`src/rtl/pc_sequencer_pkg.sv`:
```
// pc_sequencer_pkg: shared state encoding and PC constants for the PC sequencer.
package pc_sequencer_pkg;
  typedef enum logic [1:0] {
    IDLE     = 2'd0,
    RUN      = 2'd1,
    REDIRECT = 2'd2,
    HALT     = 2'd3
  } state_t;
  localparam logic [31:0] RESET_PC = 32'h0000_0000;
  localparam logic [31:0] PC_INC   = 32'd4;
endpackage

```
`src/rtl/pc_adder_mux.sv`:
```
// pc_adder_mux: operand select feeding the single shared 32-bit adder.
module pc_adder_mux
  import pc_sequencer_pkg::*;
(
  input  logic        redirect,
  input  logic [31:0] pc,
  input  logic [31:0] base,
  input  logic [31:0] offset,
  output logic [31:0] sum
);
  logic [31:0] a, b;
  always_comb begin
    a   = redirect ? base : pc;
    b   = redirect ? (offset << 2) : PC_INC;
    sum = a + b;
  end
endmodule

```
`src/rtl/pc_sequencer.sv`:
```
// pc_sequencer: PC register and fetch FSM applying stall, jump and branch redirects.
module pc_sequencer
  import pc_sequencer_pkg::*;
(
  input  logic        clk,
  input  logic        rst,
  input  logic        start,
  input  logic        stall,
  input  logic        halt,
  input  logic        branch_taken,
  input  logic [31:0] branch_base,
  input  logic [31:0] branch_offset,
  input  logic        jump,
  input  logic [25:0] jump_target,
  output logic [31:0] pc,
  output logic        fetch_valid,
  output logic        flush,
  output logic [1:0]  state
);
  state_t      st, nx;
  logic [31:0] pc_nx, base_q, off_q, sum;
  logic        latch;
  pc_adder_mux u_adder (
    .redirect (st == REDIRECT),
    .pc       (pc),
    .base     (base_q),
    .offset   (off_q),
    .sum      (sum)
  );
  always_comb begin
    nx    = st;
    pc_nx = pc;
    latch = 1'b0;
    flush = 1'b0;
    unique case (st)
      IDLE: nx = start ? RUN : IDLE;
      RUN: begin
        if (halt) nx = HALT;
        else if (branch_taken) begin
          nx    = REDIRECT;
          flush = 1'b1;
          latch = 1'b1;
        end else if (jump) begin
          flush = 1'b1;
          pc_nx = {sum[31:28], jump_target, 2'b00};
        end else if (!stall) pc_nx = sum;
      end
      REDIRECT: begin
        pc_nx = sum;
        nx    = halt ? HALT : RUN;
      end
      default: ;
    endcase
  end
  always_ff @(posedge clk) begin
    if (rst) begin
      st     <= IDLE;
      pc     <= RESET_PC;
      base_q <= '0;
      off_q  <= '0;
    end else begin
      st <= nx;
      pc <= pc_nx;
      if (latch) begin
        base_q <= branch_base;
        off_q  <= branch_offset;
      end
    end
  end
  assign fetch_valid = (st == RUN);
  assign state       = st;
endmodule

```
`config.mk`:
```
export PLATFORM = sky130hd
export DESIGN_NAME = pc_sequencer
export DESIGN_NICKNAME = d
export VERILOG_FILES = /design/src/rtl/pc_sequencer_pkg.sv /design/src/rtl/pc_adder_mux.sv /design/src/rtl/pc_sequencer.sv
export SDC_FILE = /design/constraint.sdc
export NUM_CORES = 1
export LEC_CHECK = 0
export BUFFER_PORTS_ARGS = -buffer_cell sky130_fd_sc_hd__buf_4
export CAP_MARGIN = 0
export CORE_UTILIZATION = 49
export CTS_CLUSTER_DIAMETER = 80
export CTS_CLUSTER_SIZE = 16
export DETAILED_ROUTE_END_ITERATION = 6
export MAX_ROUTING_LAYER = met4
export PLACE_DENSITY = 0.77
export SLEW_MARGIN = 10
export SYNTH_ARGS = -nofsm -noshare
export SYNTH_HDL_FRONTEND = slang
export SYNTH_SLANG_ARGS = --single-unit
```
`constraint.sdc`:
```
create_clock -name clk -period 3.85 [get_ports clk]
set_clock_uncertainty 0.1 [all_clocks]
set_input_delay 0.77 -clock clk [delete_from_list [all_inputs] [get_ports clk]]
set_output_delay 0.77 -clock clk [all_outputs]
set_load 0.02 [all_outputs]
```
# --- Word level (Yosys, flattened, before mapping) ---
# Cells that the tools add are included.
word_totals:
  ff_bits: 96
  out_inout_bits: 36
op_classes:
  addsub: 1
  eq_ne: 6
  n_mux: 19
  n_reduce_logical: 5
op_table:
  columns: ["operator", "count"]
  rows:
  - ["32-bit two-way mux", 6]
  - ["32-bit case mux with 2 select lines", 1]
  - ["32-bit adder", 1]
  - ["1-bit two-way mux", 8]
  - ["2-bit two-way mux", 3]
  - ["3-bit inequality test (second input constant)", 2]
  - ["2-bit case mux with 3 select lines", 1]
  - ["2-bit inequality test (second input constant)", 2]
  - ["4-bit AND reduction", 1]
  - ["3-bit nonzero test", 1]
  - ["2-bit by 1-bit == test with 1-bit output (second input constant)", 1]
  - ["2-bit == test (second input constant)", 1]
  - ["2-bit zero test", 1]
  - ["2-bit AND reduction", 1]
  - ["2-bit nonzero test", 1]

# --- Logic depth before layout (Yosys ltp) ---
# Gate-level depths: netlist of run 1.
depth:
  ltp_word: 8
  ltp_mapped: 17

# --- Modules after synthesis ---
# Synthesis of run 1 repeated with hierarchy kept, for this count alone.
unflattened:
  cells_unflattened: 733
  hier_area_um2: 6018.3
by_module_without_submodules:
  columns: ["module", "n_inst", "cells_each", "area_per_inst_um2", "seq_area_each_um2"]
  rows:
  - ["pc_sequencer", 1, 452, 3799.9, 1961.9]
  - ["pc_adder_mux", 1, 281, 2218.4, 0.0]

# --- Worst setup path after synthesis of run 1 ---
# No wires, ideal clock.
synth_path:
  path_kind: "register to register"
  from: "reg st[1], in the netlist state[1]"
  to: "reg pc[31]"
  setup_time_ns: 0.074
  arrival_ns: 3.679
  required_ns: 3.676
  setup_slack_ns: -0.003
  path_stages_with_launch: 15
  path_buffers: 2
  period_less_slack_ns: 3.853
  cell_sequence: "dfxtp_1 > ha_1 > clkbuf_1 > buf_1 > mux2_2 > ha_1 > a21o_1 > a21o_1 > a21oi_1 > nor3b_2 > a21oi_4 > a2111oi_1 > o22a_1 > mux2_1 > a31oi_1"
synth_via:
  elab_chain_len: 8
synth_rtl:
  columns: ["item", "line_no", "source"]
  rows:
  - ["start: declaration", "pc_sequencer.sv:20", "state_t st, nx;"]
  - ["start signal: assignment", "pc_sequencer.sv:62", "st <= nx;"]
  - ["2-bit == test", "pc_sequencer.sv:24, pc_sequencer.sv:35", null]
  - ["32-bit two-way mux, on equally long branches", "pc_adder_mux.sv:13, pc_adder_mux.sv:14", null]
  - ["32-bit adder", "pc_adder_mux.sv:15", "sum = a + b;"]
  - ["32-bit two-way mux", "pc_sequencer.sv:46", "end else if (!stall) pc_nx = sum;"]
  - ["32-bit two-way mux", "pc_sequencer.sv:43", "end else if (jump) begin"]
  - ["32-bit two-way mux", "pc_sequencer.sv:39", "else if (branch_taken) begin"]
  - ["32-bit two-way mux", "pc_sequencer.sv:38", "if (halt) nx = HALT;"]
  - ["32-bit case mux with 2 select lines", "pc_sequencer.sv:35", "unique case (st)"]
  - ["end signal: assignment", "pc_sequencer.sv:63", "pc <= pc_nx;"]
  - ["end: declaration", "pc_sequencer.sv:15", "output logic [31:0] pc,"]
# Parallel ways exist; a longest one is shown, timed or not. The select of a mux whose other input is x is not followed.
# A chain may end at the register's enable or synchronous reset.

# --- Worst setup path in the final report of run 1 ---
layout_path:
  from: "reg st[0], in the netlist state[0]"
  to: "reg pc[28]"
# Same word-level chain as after synthesis.

==> results of run 1 <==
-- cells by family after synthesis --
kind of cell | Yosys count | share of synthesized area, %
compound gates | 204 | 22.5
buf+inv | 60 | 3.97
xor+xnor | 21 | 3.25
flops | 96 | 33.9
mux | 34 | 6.67
fa+ha+maj | 33 | 7.42
simple gates | 291 | 22.3
-- final timing paths --
kind,from,endpoint,slack (ps),cells past startpoint
min,off_q[11],off_q[11],350,2
max reg2reg,state[0],pc[28],270,14
min reg2reg,off_q[11],off_q[11],350,2
max,state[0],pc[28],270,14
-- layout by cell type, fill, tap and decap left out, types with 2 or more instances in the layout --
cell / instances
a2111o_1: 2
a211o_1: 5
a211oi_1: 13
a21o_1: 12
a21oi_1: 102
a21oi_2: 2
a22o_1: 2
a311oi_1: 7
a31oi_1: 3
and2_1: 29
buf_4: 171
bufinv_16: 2
clkbuf_1: 3
clkbuf_16: 9
dfxtp_1: 96
ha_1: 31
inv_1: 15
mux2_2: 29
mux2i_1: 4
nand2_1: 167
nand2b_1: 6
nand3_1: 9
nand4_1: 3
nor2_1: 47
nor2b_1: 2
nor3_1: 13
o211ai_1: 4
o21a_1: 4
o21ai_0: 24
o21ai_1: 4
o21bai_1: 4
or2_2: 3
or3_1: 4
xnor2_1: 14
xor2_1: 7
-- layer usage --
layer,GRT usage [%],vias to the layer above,wire length (um)
met5,-,-,0
met3,3.91,16,786
met4,9.62,0,246
met1,33.8,2604,7080
li1,-,2837,-
met2,45.6,157,7270
-- critical path, cell delays in order, from the launching register on --
cell      delay [ps]
dfxtp_1          310
inv_1             90
ha_4             280
buf_4            230
mux2_2           350
ha_1             380
a21o_1           220
a21oi_1          230
o21ai_0          160
a221o_1          340
o21ai_1          240
nand2b_1          90
a21oi_1          180
xnor2_1           80
a22o_1           190
-- metrics by stage --
stage | total power [mW] | setup WS (ps) | hold WS (ps) | util, % | instances
4_1_cts | 2.33 | 135 | 352 | 65.9 | 1015
2_1_floorplan | 1.22 | 19.2 | 331 | - | 739
3_3_place_gp | 1.36 | 144 | 341 | 62.9 | 999
3_5_place_dp | 1.37 | 23.9 | 344 | 62.9 | 999
6_report | 2.32 | 268 | 350 | 66.4 | 1022
5_1_grt | 2.40 | 1.42 | 368 | 66.4 | 1022
-- state kept, by name, indices dropped and copies added (netlist names) --
register,flops
state,2
pc,32
off_q,30
base_q,32
-- power by group through the flow --
stage          Combinational, mW  Sequential, mW  Clock (mW)
3_3_place_gp               0.300            1.06           0
4_1_cts                    0.310            1.04       0.976
5_1_grt                    0.341            1.04        1.01
6_report                   0.312            1.04       0.969
3_5_place_dp               0.306            1.06           0
2_1_floorplan              0.140            1.08           0
-- layout make-up --
| cell class | count | area (sq um) |
|---|---|---|
| clock buffer | 13 | 250 |
| tap | 140 | 175 |
| inverter | 15 | 56.3 |
| clock inverter | 3 | 65.1 |
| fill | 967 | 3700 |
| timing repair buffer | 172 | 1300 |
| sequential | 96 | 1920 |
| multi-input combinational | 583 | 3560 |
-- what timing repair did --
item	in CTS	in global routing
buffers inserted	0	7
gates cloned	0	0
gates resized for setup	1	2
setup endpoints to repair	1	2
==> results.ini, run 1 <==
[die]
die_w_um = 110
fp.dieH_um = 110
die-area_sq_mm = 0.0120
pin_count = 133
rows = 38
start_util_pct = 51.4
core-area_sq_mm = 0.0110

[cts]
path_clk_slew_ps = 70
cts_inserted_buffers = 9
clk_latency_ps = 350
htreeDepth = 3
root_buffer = clkbuf_16
cts_tree = built
clkSinkCount = 96
holdBufCountCts = 0
cts_buffer_depth = 2

[detailed_routing]
wl_um = 15400
viasPerCell = 5.49
drt_drc_violations_left = 0
ant_nets = 0
num_vias = 5614
first_pass_iters = 7
routedWlPerCell_um = 15.0
first_iter_violations = 293

[yosys]
synth_top_area_share_pct = 33.9
synth_ff_type = dfxtp_1
ys_warn_count = 0
synth_nets = 869
netlist_top_cells_count = 167 x nand2_1, 102 x a21oi_1, 96 x dfxtp_1, 48 x nor2_1, 43 x clkbuf_1
syn_area_per_cell_sq_um = 7.67
async_flop_share_pct = 0
synth_top_area_cell = dfxtp_1
syn_area_sq_mm = 0.00567
postSynthCellCount = 739
yosysMostFrequentCell = nand2_1
synth-seq-cells = 96
synthTopCellsByArea = dfxtp_1 34%, nand2_1 11%, a21oi_1 9.0%
ys_seq_area_share_pct = 33.9
synth_edf_count = 0
synth_cell_types = 55

[grt]
grt-ovfl-total = 0
grt_max_degree = 63
grt_pass1_wl_um = 24900
track_usage_pct = 27.4
antenna_found_initial = 0
first_global_vias = 5377

[power_and_ir_drop]
intPower_mw = 1.76
pwr-share-comb_pct = 13.4
p_sw_uw = 561
irDropWorstVdd_mv = 0.277
p_seq_share_pct = 44.8
p_leak_nw = 3.17
sw_frac_of_total_pct = 24.2
p_clk_share_pct = 41.7
power_density_mw_per_mm2 = 317

[timing]
hold_violations = 0
tightest_slew_ps = 770
setup_tns_ps = 0
period_needed_ps = 3580
slew_viol_final = 0
timing.final.crit_share_pct = 93.0
setup_viol = 0
fmax_mhz = 279
max_slew_margin_pct = 48.7
rsz0062_at_grt = no

[place]
gp_congestion = 0.905
hpwl_um = 11400
placed_area_sq_mm = 0.00694
numPortBuffers = 130

[status]
status = complete, no violations

[worst_hold_path]
min_path_type = flop to flop

[final_layout]
antennaDiodeCount = 0
drive_gt1_share_pct = 26.0
syn2layout_area_growth_pct = 29.3
nets = 1007
fin_area_sq_mm = 0.00733

[worst_setup_path]
cp-end-kind = flop
crit_type = flop to flop
crit_required_ps = 4000
arrival_ps = 3730
path_max_fanout = 15
start_kind = flop

[job]
drv_cap = 0

Power figures use the tool's default switching activity.
==> run 2: changes to the inputs <==
BUFFER_PORTS_ARGS = default   (was -buffer_cell sky130_fd_sc_hd__buf_4)
CORE_UTILIZATION = 58   (was 49)
DONT_BUFFER_PORTS = 1   (was default)
PLACE_DENSITY = 0.76   (was 0.77)
==> run 2 against run 1 <==
- sequential share of layout area is 5.8 points higher
- final area shrank 18%
- critical path type unchanged
- worst setup slack worse by 75 ps
- core utilization decreased by 2.3 points
- total power down 19%
- worst hold slack improved by 3.1 ps
- via count is 11% lower
- maximum frequency decreased by 2.1%
- final cell count fell by 16%
- clock-buffer cell count fell by 2
- non-clock buffer count is 156 lower
- die area down 15%
==> results.ini, run 2 (synthesized netlist as in run 1, its figures left out) <==
[cts]
path_clk_slew_ps = 100  ; +30 ps
htreeDepth = 3  ; unchanged
holdBufCountCts = 0  ; unchanged
cts_tree = built
cts_buffer_depth = 2  ; unchanged
clkSinkCount = 96  ; unchanged
root_buffer = clkbuf_8
clk_latency_ps = 370  ; +20 ps
cts_inserted_buffers = 9  ; unchanged

[job]
drv_cap = 0  ; unchanged

[final_layout]
syn2layout_area_growth_pct = 6.00
fin_cells = 855  ; -16%
regArea_sq_mm = 0.00192  ; unchanged
reg.largest.list = base_q (32), pc (32), off_q (30)
antennaDiodeCount = 0  ; unchanged
fin_util_pct = 64.1  ; -2.3 points
nets = 851  ; -15%
final_common_cell = nand2_1
drive_gt1_share_pct = 9.92  ; -16 points
layout_common_cells = 167 x nand2_1, 102 x a21oi_1, 96 x dfxtp_1
multi_input_area_sq_mm = 0.00355  ; -0.28%
fillCellCount = 907  ; -6.2%

[place]
numPortBuffers = 0  ; -100%
gp_congestion = 0.913  ; +0.90%
dp_slack_ps = -6.67  ; -30.6 ps
dp_cells = 838  ; -16%
hpwl_um = 10400  ; -9.0%

[timing]
period_needed_ps = 3660  ; +75.3 ps
tightest_slew_ps = 1180  ; +408 ps
slew_viol_final = 0  ; unchanged
setup_viol = 0  ; unchanged
fin_ws_ps = 192  ; -75.3 ps
rsz0062_at_grt = no
setup_tns_ps = 0  ; unchanged
timing.final.crit_share_pct = 95.0  ; +2.0 points
fmax_mhz = 273  ; -2.1%
hold_violations = 0  ; unchanged
max_slew_margin_pct = 21.5  ; -27 points

[worst_setup_path]
crit_required_ps = 4040  ; +40 ps
r2r_cells = 14  ; unchanged
crit_buf_inv = 2  ; unchanged
timing.rr.start = state[0]
arrival_ps = 3850  ; +120 ps
cp-end-kind = flop
cp_slowest_cell = a2111oi_1
crit_path_cell_trace = inv_1 > ha_4 > buf_12 > mux2_2 > ha_1 > nand2_1 > nor2_1 > nand3_1 > nor3b_2 > a21oi_4 > a2111oi_1 > o22a_1 > mux2_1 > a31oi_1
reg2reg_slack_ps = 190  ; -80 ps
start_kind = flop
crit_type = flop to flop
path_max_fanout = 24  ; +9
critical-path-top-delay-family = compound AO/OA/AOI/OAI gates
reg2reg_to = pc[31]
critical-path-max-stage-delay_ps = 480  ; +100 ps

[die]
die-area_sq_mm = 0.0102  ; -15%
pin_count = 133  ; unchanged
fp.dieH_um = 101  ; -7.9%
core-area_sq_mm = 0.00937  ; -15%
rows = 35  ; -7.9%
start_util_pct = 60.5  ; +9.1 points
die_w_um = 101  ; -7.9%

[detailed_routing]
viasPerCell = 5.86  ; +6.7%
first_iter_violations = 193  ; -34%
ant_nets = 0  ; unchanged
drt_drc_violations_left = 0  ; unchanged
routedWlPerCell_um = 16.4  ; +8.9%
wl_um = 14000  ; -8.9%
first_pass_iters = 4  ; -3
num_vias = 5009  ; -11%

[worst_hold_path]
hold_end = off_q[19]
min_path_type = flop to flop
min_from = off_q[19]
hold_depth = 2  ; unchanged

[power_and_ir_drop]
power.total_mw = 1.89  ; -19%
p_leak_nw = 2.32  ; -27%
irDropWorstVdd_mv = 0.195  ; -30%
power_density_mw_per_mm2 = 314  ; -0.75%

[grt]
antenna_found_initial = 0  ; unchanged
track_usage_pct = 29.0  ; +1.6 points
grt_pass1_wl_um = 22600  ; -9.1%
grt_max_degree = 97  ; +54%
first_global_vias = 4807  ; -11%
grt-ovfl-total = 0  ; unchanged

[status]
status = complete, no violations

run 2: layout make-up:
cell class | count | share of cell area, %
multi-input cells | 583 | 59.0
flip-flops and latches | 96 | 32.0
well taps | 129 | 2.69
repair buffers | 16 | 2.21
clock buffers | 11 | 2.19
clock inverters | 5 | 0.958
inverters | 15 | 0.937
run 2: worst min-delay path, delay by kind of cell (launching register included):
family | cells | cell delay, ps
compound gates | 1 | 50
flops | 1 | 320
simple gates | 1 | 50
run 2: metrics by stage:
step	hold slack (ps)	area, sq um
after floorplan	331	5670
after global placement	334	5800
after detailed placement	339	5800
after CTS	350	6000
after global routing	335	6010
final	353	6010
run 2: worst max-delay path by stage:
stage / start / end / slack [ps] / cells past startpoint
CTS: state[0] / pc[31] / 140 / 14
global route: state[0] / pc[31] / 30 / 14
detailed placement: state[0] / pc[31] / -7 / 14
finish: state[0] / pc[31] / 190 / 14
global placement: state[0] / pc[31] / 60 / 14
floorplan: state[1] / pc[27] / 20 / 14
run 2: metal layers:
layer / part of all wire, % / global-route usage [%] / vias to the layer above / routed length, um
li1: - / - / 2519 / -
met5: 0 / - / - / 0
met2: 47 / 48.3 / 147 / 6620
met1: 45 / 35.0 / 2317 / 6240
met4: 2.0 / 10.3 / 0 / 274
met3: 6.3 / 5.62 / 26 / 885
run 2: repair_timing:
action	4_1_cts	5_1_grt
setup endpoints to repair	1	2
gates resized for setup	1	0
setup buffers	0	1
run 2: power breakdown:
part / internal [mW] / leakage (nW) / total (mW) / switching [mW]
clock network: 0.300 / 0.0856 / 0.663 / 0.363
logic: 0.0665 / 1.46 / 0.168 / 0.102
registers: 1.02 / 0.777 / 1.06 / 0.0369
total: 1.39 / 2.32 / 1.89 / 0.502
